File: src/rtl/spi_regbank_pkg.sv
`default_nettype none
// ============================================================================
//  Module   : spi_regbank_pkg
//  Purpose  : Shared types and constants for the SPI register-bank slave.
//  Revision : 1.0  initial release
// ============================================================================
package spi_regbank_pkg;

    typedef enum logic [1:0] {
        IDLE = 2'd0,
        CMD  = 2'd1,
        ADDR = 2'd2,
        DATA = 2'd3
    } spi_state_t;

    localparam logic c_rw_write = 1'b0;
    localparam logic c_rw_read  = 1'b1;

    // Bits in one single-word frame: R/W, address, data.
    function automatic int FRAME_LEN(input int addr_w, input int data_w);
        return 1 + addr_w + data_w;
    endfunction

endpackage
`default_nettype wire

File: src/rtl/spi_pin_sync.sv
`default_nettype none
// ============================================================================
//  Module   : spi_pin_sync
//  Purpose  : Two-flop synchroniser for an asynchronous pin plus registered
//             rise/fall pulse detection.
//  Revision : 1.0  initial release
// ============================================================================
module spi_pin_sync #(
    parameter logic RST_VAL = 1'b0
) (
    input  logic clk,
    input  logic rst,
    input  logic i_pin,
    output logic o_level,
    output logic o_rise,
    output logic o_fall
);

    logic r_meta;
    logic r_sync;
    logic r_prev;
    logic r_rise;
    logic r_fall;

    always_ff @(posedge clk) begin
        if (rst) begin
            r_meta <= RST_VAL;
            r_sync <= RST_VAL;
            r_prev <= RST_VAL;
            r_rise <= 1'b0;
            r_fall <= 1'b0;
        end else begin
            r_meta <= i_pin;
            r_sync <= r_meta;
            r_prev <= r_sync;
            r_rise <= r_sync & ~r_prev;
            r_fall <= ~r_sync & r_prev;
        end
    end

    // Level is taken from the same stage as the pulses so both agree in time.
    assign o_level = r_prev;
    assign o_rise  = r_rise;
    assign o_fall  = r_fall;

endmodule
`default_nettype wire

File: src/rtl/spi_regbank_slave.sv
`default_nettype none
// ============================================================================
//  Module   : spi_regbank_slave
//  Purpose  : Oversampled SPI mode-0 slave over a flop-based register bank with
//             bulk sensor snapshot, burst access and a write-notify port.
//  Revision : 1.0  initial release
// ============================================================================
module spi_regbank_slave
    import spi_regbank_pkg::*;
#(
    parameter int DATA_W   = 11,
    parameter int ADDR_W   = 4,
    parameter int NUM_CH   = 16,
    parameter int BURST_EN = 1
) (
    input  logic                     clk,
    input  logic                     rst,
    input  logic                     sclk,
    input  logic                     csb,
    input  logic                     mosi,
    output logic                     miso,
    output logic                     miso_oe,
    input  logic                     ldb,
    input  logic [NUM_CH*DATA_W-1:0] sensor_data,
    output logic                     wr_valid,
    output logic [ADDR_W-1:0]        wr_addr,
    output logic [DATA_W-1:0]        wr_data,
    output logic                     snap_done,
    output logic                     frame_err
);

    localparam int CNT_W = $clog2(((ADDR_W > DATA_W) ? ADDR_W : DATA_W) + 1);

    logic w_sclk_lvl, w_sclk_rise, w_sclk_fall;
    logic w_csb_lvl,  w_csb_rise,  w_csb_fall;
    logic w_mosi_lvl, w_mosi_rise, w_mosi_fall;
    logic w_ldb_lvl,  w_ldb_rise,  w_ldb_fall;
    logic w_unused;

    spi_pin_sync #(.RST_VAL(1'b0)) u_sync_sclk (
        .clk(clk), .rst(rst), .i_pin(sclk),
        .o_level(w_sclk_lvl), .o_rise(w_sclk_rise), .o_fall(w_sclk_fall));
    spi_pin_sync #(.RST_VAL(1'b1)) u_sync_csb (
        .clk(clk), .rst(rst), .i_pin(csb),
        .o_level(w_csb_lvl), .o_rise(w_csb_rise), .o_fall(w_csb_fall));
    spi_pin_sync #(.RST_VAL(1'b0)) u_sync_mosi (
        .clk(clk), .rst(rst), .i_pin(mosi),
        .o_level(w_mosi_lvl), .o_rise(w_mosi_rise), .o_fall(w_mosi_fall));
    spi_pin_sync #(.RST_VAL(1'b1)) u_sync_ldb (
        .clk(clk), .rst(rst), .i_pin(ldb),
        .o_level(w_ldb_lvl), .o_rise(w_ldb_rise), .o_fall(w_ldb_fall));

    assign w_unused = ^{w_sclk_lvl, w_csb_lvl, w_mosi_rise, w_mosi_fall, w_ldb_lvl, w_ldb_rise};

    spi_state_t          r_state, w_state_nxt;
    logic [CNT_W-1:0]    r_bit_cnt;
    logic                r_rw;
    logic [ADDR_W-1:0]   r_addr;
    logic [DATA_W-1:0]   r_shift_in;
    logic [DATA_W-1:0]   r_shift_out;
    logic                r_miso, r_miso_oe;
    logic                r_load_pend;
    logic                r_cm_pend;
    logic [ADDR_W-1:0]   r_cm_addr;
    logic [DATA_W-1:0]   r_cm_data;
    logic [DATA_W-1:0]   r_bank [NUM_CH];
    logic                r_wr_valid, r_snap_done, r_frame_err;
    logic [ADDR_W-1:0]   r_wr_addr;
    logic [DATA_W-1:0]   r_wr_data;

    logic                w_rise_ok, w_addr_last, w_word_last, w_frame_err;
    logic                w_snap, w_commit;
    logic [ADDR_W-1:0]   w_addr_shift, w_addr_inc;
    logic [DATA_W-1:0]   w_data_shift, w_rd_word;

    // csb release takes priority over an sclk edge seen in the same clk.
    assign w_rise_ok    = w_sclk_rise & ~w_csb_rise;
    assign w_addr_last  = (r_state == ADDR) && w_rise_ok && (r_bit_cnt == CNT_W'(ADDR_W - 1));
    assign w_word_last  = (r_state == DATA) && w_rise_ok && (r_bit_cnt == CNT_W'(DATA_W - 1));
    assign w_addr_shift = (r_addr << 1) | ADDR_W'(w_mosi_lvl);
    assign w_data_shift = (r_shift_in << 1) | DATA_W'(w_mosi_lvl);
    assign w_addr_inc   = (int'(r_addr) >= NUM_CH - 1) ? '0 : r_addr + ADDR_W'(1);
    assign w_snap       = w_ldb_fall;
    assign w_commit     = r_cm_pend && (int'(r_cm_addr) < NUM_CH) && !w_snap;

    always_comb begin
        w_rd_word = '0;
        for (int k = 0; k < NUM_CH; k++) begin
            if (int'(r_addr) == k) w_rd_word = r_bank[k];
        end
    end

    always_comb begin
        w_state_nxt = r_state;
        w_frame_err = 1'b0;
        if (w_csb_rise) begin
            w_state_nxt = IDLE;
            w_frame_err = (r_state == ADDR) || ((r_state == DATA) && (r_bit_cnt != '0));
        end else begin
            case (r_state)
                IDLE:    if (w_csb_fall) w_state_nxt = CMD;
                CMD:     if (w_rise_ok) w_state_nxt = ADDR;
                ADDR:    if (w_addr_last) w_state_nxt = DATA;
                DATA:    if (w_word_last && (BURST_EN == 0)) w_state_nxt = CMD;
                default: w_state_nxt = IDLE;
            endcase
        end
    end

    always_ff @(posedge clk) begin
        if (rst) r_state <= IDLE;
        else     r_state <= w_state_nxt;
    end

    always_ff @(posedge clk) begin
        if (rst) begin
            r_bit_cnt   <= '0;
            r_rw        <= 1'b0;
            r_addr      <= '0;
            r_shift_in  <= '0;
            r_load_pend <= 1'b0;
            r_cm_pend   <= 1'b0;
            r_cm_addr   <= '0;
            r_cm_data   <= '0;
        end else begin
            r_load_pend <= 1'b0;
            r_cm_pend   <= 1'b0;
            if (w_csb_rise || (r_state == IDLE)) begin
                r_bit_cnt <= '0;
            end else if (w_rise_ok) begin
                case (r_state)
                    CMD: begin
                        r_rw      <= w_mosi_lvl;
                        r_bit_cnt <= '0;
                    end
                    ADDR: begin
                        r_addr <= w_addr_shift;
                        if (w_addr_last) begin
                            r_bit_cnt   <= '0;
                            r_load_pend <= (r_rw == c_rw_read);
                        end else begin
                            r_bit_cnt <= r_bit_cnt + CNT_W'(1);
                        end
                    end
                    DATA: begin
                        r_shift_in <= w_data_shift;
                        if (w_word_last) begin
                            r_bit_cnt <= '0;
                            r_cm_pend <= (r_rw == c_rw_write);
                            r_cm_addr <= r_addr;
                            r_cm_data <= w_data_shift;
                            if (BURST_EN != 0) begin
                                r_addr      <= w_addr_inc;
                                r_load_pend <= (r_rw == c_rw_read);
                            end
                        end else begin
                            r_bit_cnt <= r_bit_cnt + CNT_W'(1);
                        end
                    end
                    default: r_bit_cnt <= '0;
                endcase
            end
        end
    end

    // Read shifter: load one clk after the address/word boundary, shift on falls.
    always_ff @(posedge clk) begin
        if (rst) begin
            r_shift_out <= '0;
            r_miso      <= 1'b0;
            r_miso_oe   <= 1'b0;
        end else if (w_csb_rise || (w_word_last && (BURST_EN == 0))) begin
            r_miso      <= 1'b0;
            r_miso_oe   <= 1'b0;
        end else if (r_load_pend) begin
            r_shift_out <= w_rd_word;
            r_miso      <= 1'b0;
            r_miso_oe   <= 1'b1;
        end else if (w_sclk_fall && r_miso_oe) begin
            r_miso      <= r_shift_out[DATA_W-1];
            r_shift_out <= r_shift_out << 1;
        end
    end

    // A snapshot in the same clk as a commit overrides it for every channel.
    always_ff @(posedge clk) begin
        if (rst) begin
            for (int k = 0; k < NUM_CH; k++) r_bank[k] <= '0;
        end else if (w_snap) begin
            for (int k = 0; k < NUM_CH; k++) r_bank[k] <= sensor_data[k*DATA_W +: DATA_W];
        end else if (w_commit) begin
            for (int k = 0; k < NUM_CH; k++) begin
                if (int'(r_cm_addr) == k) r_bank[k] <= r_cm_data;
            end
        end
    end

    always_ff @(posedge clk) begin
        if (rst) begin
            r_wr_valid  <= 1'b0;
            r_wr_addr   <= '0;
            r_wr_data   <= '0;
            r_snap_done <= 1'b0;
            r_frame_err <= 1'b0;
        end else begin
            r_wr_valid  <= w_commit;
            r_wr_addr   <= w_commit ? r_cm_addr : '0;
            r_wr_data   <= w_commit ? r_cm_data : '0;
            r_snap_done <= w_snap;
            r_frame_err <= w_frame_err;
        end
    end

    assign miso      = r_miso_oe & r_miso;
    assign miso_oe   = r_miso_oe;
    assign wr_valid  = r_wr_valid;
    assign wr_addr   = r_wr_addr;
    assign wr_data   = r_wr_data;
    assign snap_done = r_snap_done;
    assign frame_err = r_frame_err;

endmodule
`default_nettype wire

File: config.mk
export PLATFORM = sky130hd
export DESIGN_NAME = spi_regbank_slave
export DESIGN_NICKNAME = d
export VERILOG_FILES = /design/src/rtl/spi_regbank_pkg.sv /design/src/rtl/spi_pin_sync.sv /design/src/rtl/spi_regbank_slave.sv
export SDC_FILE = /design/constraint.sdc
export NUM_CORES = 1
export LEC_CHECK = 0
export BUFFER_PORTS_ARGS = -buffer_cell sky130_fd_sc_hd__buf_4
export CAP_MARGIN = 0
export CORE_MARGIN = 2
export CORE_UTILIZATION = 60
export CTS_CLUSTER_SIZE = 30
export DETAILED_ROUTE_END_ITERATION = 8
export GPL_TIMING_DRIVEN = 1
export MAX_ROUTING_LAYER = met4
export PLACE_DENSITY = 0.84
export REMOVE_ABC_BUFFERS = 1
export SYNTH_ARGS = -nofsm -noshare
export SYNTH_HDL_FRONTEND = slang
export SYNTH_HIERARCHICAL = 1
export SYNTH_SLANG_ARGS = --single-unit
File: constraint.sdc
create_clock -name clk -period 3.7 [get_ports clk]
set_input_delay 0.925 -clock clk [delete_from_list [all_inputs] [get_ports clk]]
set_output_delay 0.925 -clock clk [all_outputs]
set_load 0.01 [all_outputs]
==> key figures <==
Outcome
  • Run status: finished, final reports clean

Layout
  • Cell area after layout: 15270 µm²
  • Final nets: 1562
  • Signed area change from the synthesized netlist to the final layout: 20.25%
  • Share of final-layout standard cells stronger than drive strength 1: 21.83%
  • Filler cell count: 1436
  • Diode insertion count for antenna repair: 0

Worst hold path
  • Kind of path behind the tightest hold check: register to register

STA
  • Final max-slew violation count: 0
  • Setup repair after global routing missed its margin: no
  • Post-layout min period: 2.950 ns
  • Period Utilization, post-route: 79.73%
  • Tightest slew margin relative to the limit: 12.63%
  • Number of failing setup endpoints in the final timing report: 0
  • Slew at the pin closest to its max-slew limit: 1.309 ns
  • Number of hold violations in the final report: 0
  • Maximum achievable frequency: 339.0 MHz
  • Worst setup slack after layout: 0.7499 ns
  • Worst clock skew: 0.01645 ns

Detailed routing
  • Number of vias per cell after detailed routing: 6.735
  • Violation count after the first detailed-route iteration: 1468
  • Wirelength, routed: 41080 µm
  • DR pass1 iterations: 5
  • Routed len/inst: 24.70 µm
  • Vias: 11200
  • Number of nets still failing antenna checks after routing: 0
  • Remaining DRCs: 0

Global routing
  • Total overflow reported by the global router: 0
  • Antenna violations before repair: 0
  • Pin count of the biggest net entering global routing: 72
  • Global-route usage over all layers: 37.20%
  • Number of global-route vias before repair: 10560
  • Global-route wire length before repair: 60710 µm

Power
  • Standby leakage power: 5.948 nW
  • Pwr/cell area: 437.4 nW/µm²
  • Worst IR drop on VDD: 0.0003748 V

Critical path
  • Sort of element at the start of the critical path: register
  • Data required time at the worst endpoint: 4.14 ns
  • Arrival time of data at the critical path endpoint: 3.39 ns
  • R2R Setup Slk: 0.75 ns
  • Capturing element type of the critical path: register
  • Highest fanout seen on the critical path: 23
  • Kind of critical path: register to register
  • Cell-by-cell trace of the critical path: inv_1 > ha_1 > inv_1 > nor2_1 > a221oi_1 > a311oi_1
  • Most prevalent standard cell on the critical path: sky130_fd_sc_hd__inv_1
  • Slowest CP cell: sky130_fd_sc_hd__ha_1
  • Delay of the slowest cell on the worst path: 0.80 ns

Clock network
  • Root buffer selected by CTS: sky130_fd_sc_hd__clkbuf_16
  • Post-CTS setup buffer count: 0
  • Post-CTS Hold Buffers: 0
  • Clock H-tree levels: 1
  • CTS clock-pin slew for the worst setup and hold paths: 0.06 ns
  • CTS tree: built
  • Number of buffers added by the clock tree synthesis step: 27
  • Clock latency on the worst-skew pair: 0.55 ns
  • Clock tree sinks: 262
  • Gates resized, CTS repair: 0
  • Clock tree buffer depth: 3

Yosys
  • Number of instances in the synthesized netlist: 1224
  • Cell area after synthesis: 12700 µm²
  • Syn. warnings: 6
  • Synthesized area divided by synthesized cell count: 10.38 µm²

Place
  • Pre-CTS worst setup slack: 0.7467 ns
  • Global placement routability congestion: 0.9867
  • Total half-perimeter wirelength after legalization and detailed placement: 27440 µm
  • Total of buffers placed on input and output ports: 201
  • Placed cell area: 14300 µm²

Die
  • Die area: 22350 µm²
  • Placeable Area: 20890 µm²
  • Vert. Die Dim: 149.5 µm
  • Die width: 149.5 µm
  • Initial standard-cell utilization of the core: 60.80%
  • Row count: 53
  • Count of pins on the block boundary: 202

Flow run
  • Max Cap Violations: 0
-- metal layers --
layer	vias to the layer above	track usage, %	routed length (µm)	part of all wire [%]
met1	5336	49.31	14780	36
met3	146	5.579	5199	13
met5	-	-	0	0
li1	4861	-	-	-
met2	857	58.10	19260	47
met4	0	14.86	1840	4.5
-- final timing paths --
path                             endpoint  depth (start not counted)                         start
max           r_shift_out[4]$_SDFFE_PP0P_                          6        r_addr[0]$_SDFFE_PP0P_
min          u_sync_csb/r_sync$_SDFF_PP1_                          1  u_sync_csb/r_meta$_SDFF_PP1_
max reg2reg   r_shift_out[4]$_SDFFE_PP0P_                          6        r_addr[0]$_SDFFE_PP0P_
min reg2reg  u_sync_csb/r_sync$_SDFF_PP1_                          1  u_sync_csb/r_meta$_SDFF_PP1_
-- report_power, final --
part / switching (mW) / total, mW / internal [mW]
sequential: 0.0587 / 3.31 / 3.25
combinational: 0.246 / 0.464 / 0.218
clock: 1.17 / 2.90 / 1.73
total: 1.48 / 6.68 / 5.20
-- placed cells by master (no fill, tap or decap), types with 8 or more instances in the layout --
cell type / n
sky130_fd_sc_hd__o221ai_1: 9
sky130_fd_sc_hd__o21ai_0: 26
sky130_fd_sc_hd__a311oi_1: 10
sky130_fd_sc_hd__a211oi_1: 21
sky130_fd_sc_hd__edfxtp_1: 176
sky130_fd_sc_hd__mux2i_1: 23
sky130_fd_sc_hd__inv_1: 16
sky130_fd_sc_hd__nor2b_1: 21
sky130_fd_sc_hd__dfxtp_1: 86
sky130_fd_sc_hd__or4_1: 9
sky130_fd_sc_hd__ha_1: 13
sky130_fd_sc_hd__nor2_1: 69
sky130_fd_sc_hd__nand3_1: 27
sky130_fd_sc_hd__a221oi_1: 13
sky130_fd_sc_hd__a22o_1: 125
sky130_fd_sc_hd__clkbuf_8: 9
sky130_fd_sc_hd__clkbuf_16: 30
sky130_fd_sc_hd__buf_4: 230
sky130_fd_sc_hd__nand2_1: 169
sky130_fd_sc_hd__nand3b_1: 26
sky130_fd_sc_hd__a21o_1: 10
sky130_fd_sc_hd__nor3b_1: 8
sky130_fd_sc_hd__and3_1: 17
sky130_fd_sc_hd__nand2b_1: 15
sky130_fd_sc_hd__o22ai_1: 22
sky130_fd_sc_hd__a21oi_1: 114
-- registers in the layout (all words and copies together), names as in the netlist, 2 cells and up --
name / flops
r_shift_out: 11
wr_data: 11
r_shift_in: 10
wr_addr: 4
r_state: 2
r_cm_addr: 4
r_bit_cnt: 4
r_addr: 4
r_cm_data: 11
r_bank: 176
-- worst max-delay path: cells and delay by family, from the launching register on --
| kind | cells | cell delay, ns |
|---|---|---|
| buffers and inverters | 2 | 0.51 |
| adder cells (fa/ha/maj) | 1 | 0.80 |
| flip-flops | 1 | 0.39 |
| AND/OR/NAND/NOR | 1 | 0.56 |
| AO/OA/AOI/OAI | 2 | 0.56 |
-- metrics by stage --
| stage | TNS [ns] | utilization (%) | hold slack (ns) | power (mW) | instances |
|---|---|---|---|---|---|
| final | 0 | 73.11 | 0.4052 | 6.679 | 1663 |
| after global routing | 0 | 73.11 | 0.4169 | 6.832 | 1663 |
| after CTS | 0 | 73.11 | 0.4065 | 6.666 | 1663 |
| after detailed placement | 0 | 68.43 | 0.3921 | 3.824 | 1613 |
| after global placement | 0 | 68.43 | 0.3860 | 3.812 | 1613 |
| after floorplan | -181.58 | - | 0.3832 | 3.537 | 1107 |
-- layout make-up --
| cell class | count | area, µm² | share of cell area [%] |
|---|---|---|---|
| clock buffer | 41 | 885.9 | 5.801 |
| clock inverter | 9 | 90.09 | 0.5899 |
| inverter | 20 | 75.07 | 0.4916 |
| multi-input combinational | 825 | 5122 | 33.54 |
| sequential | 262 | 7007 | 45.88 |
| tap | 275 | 344.1 | 2.253 |
| timing repair buffer | 231 | 1747 | 11.44 |
Note: power is estimated with default switching activity, not from simulation.
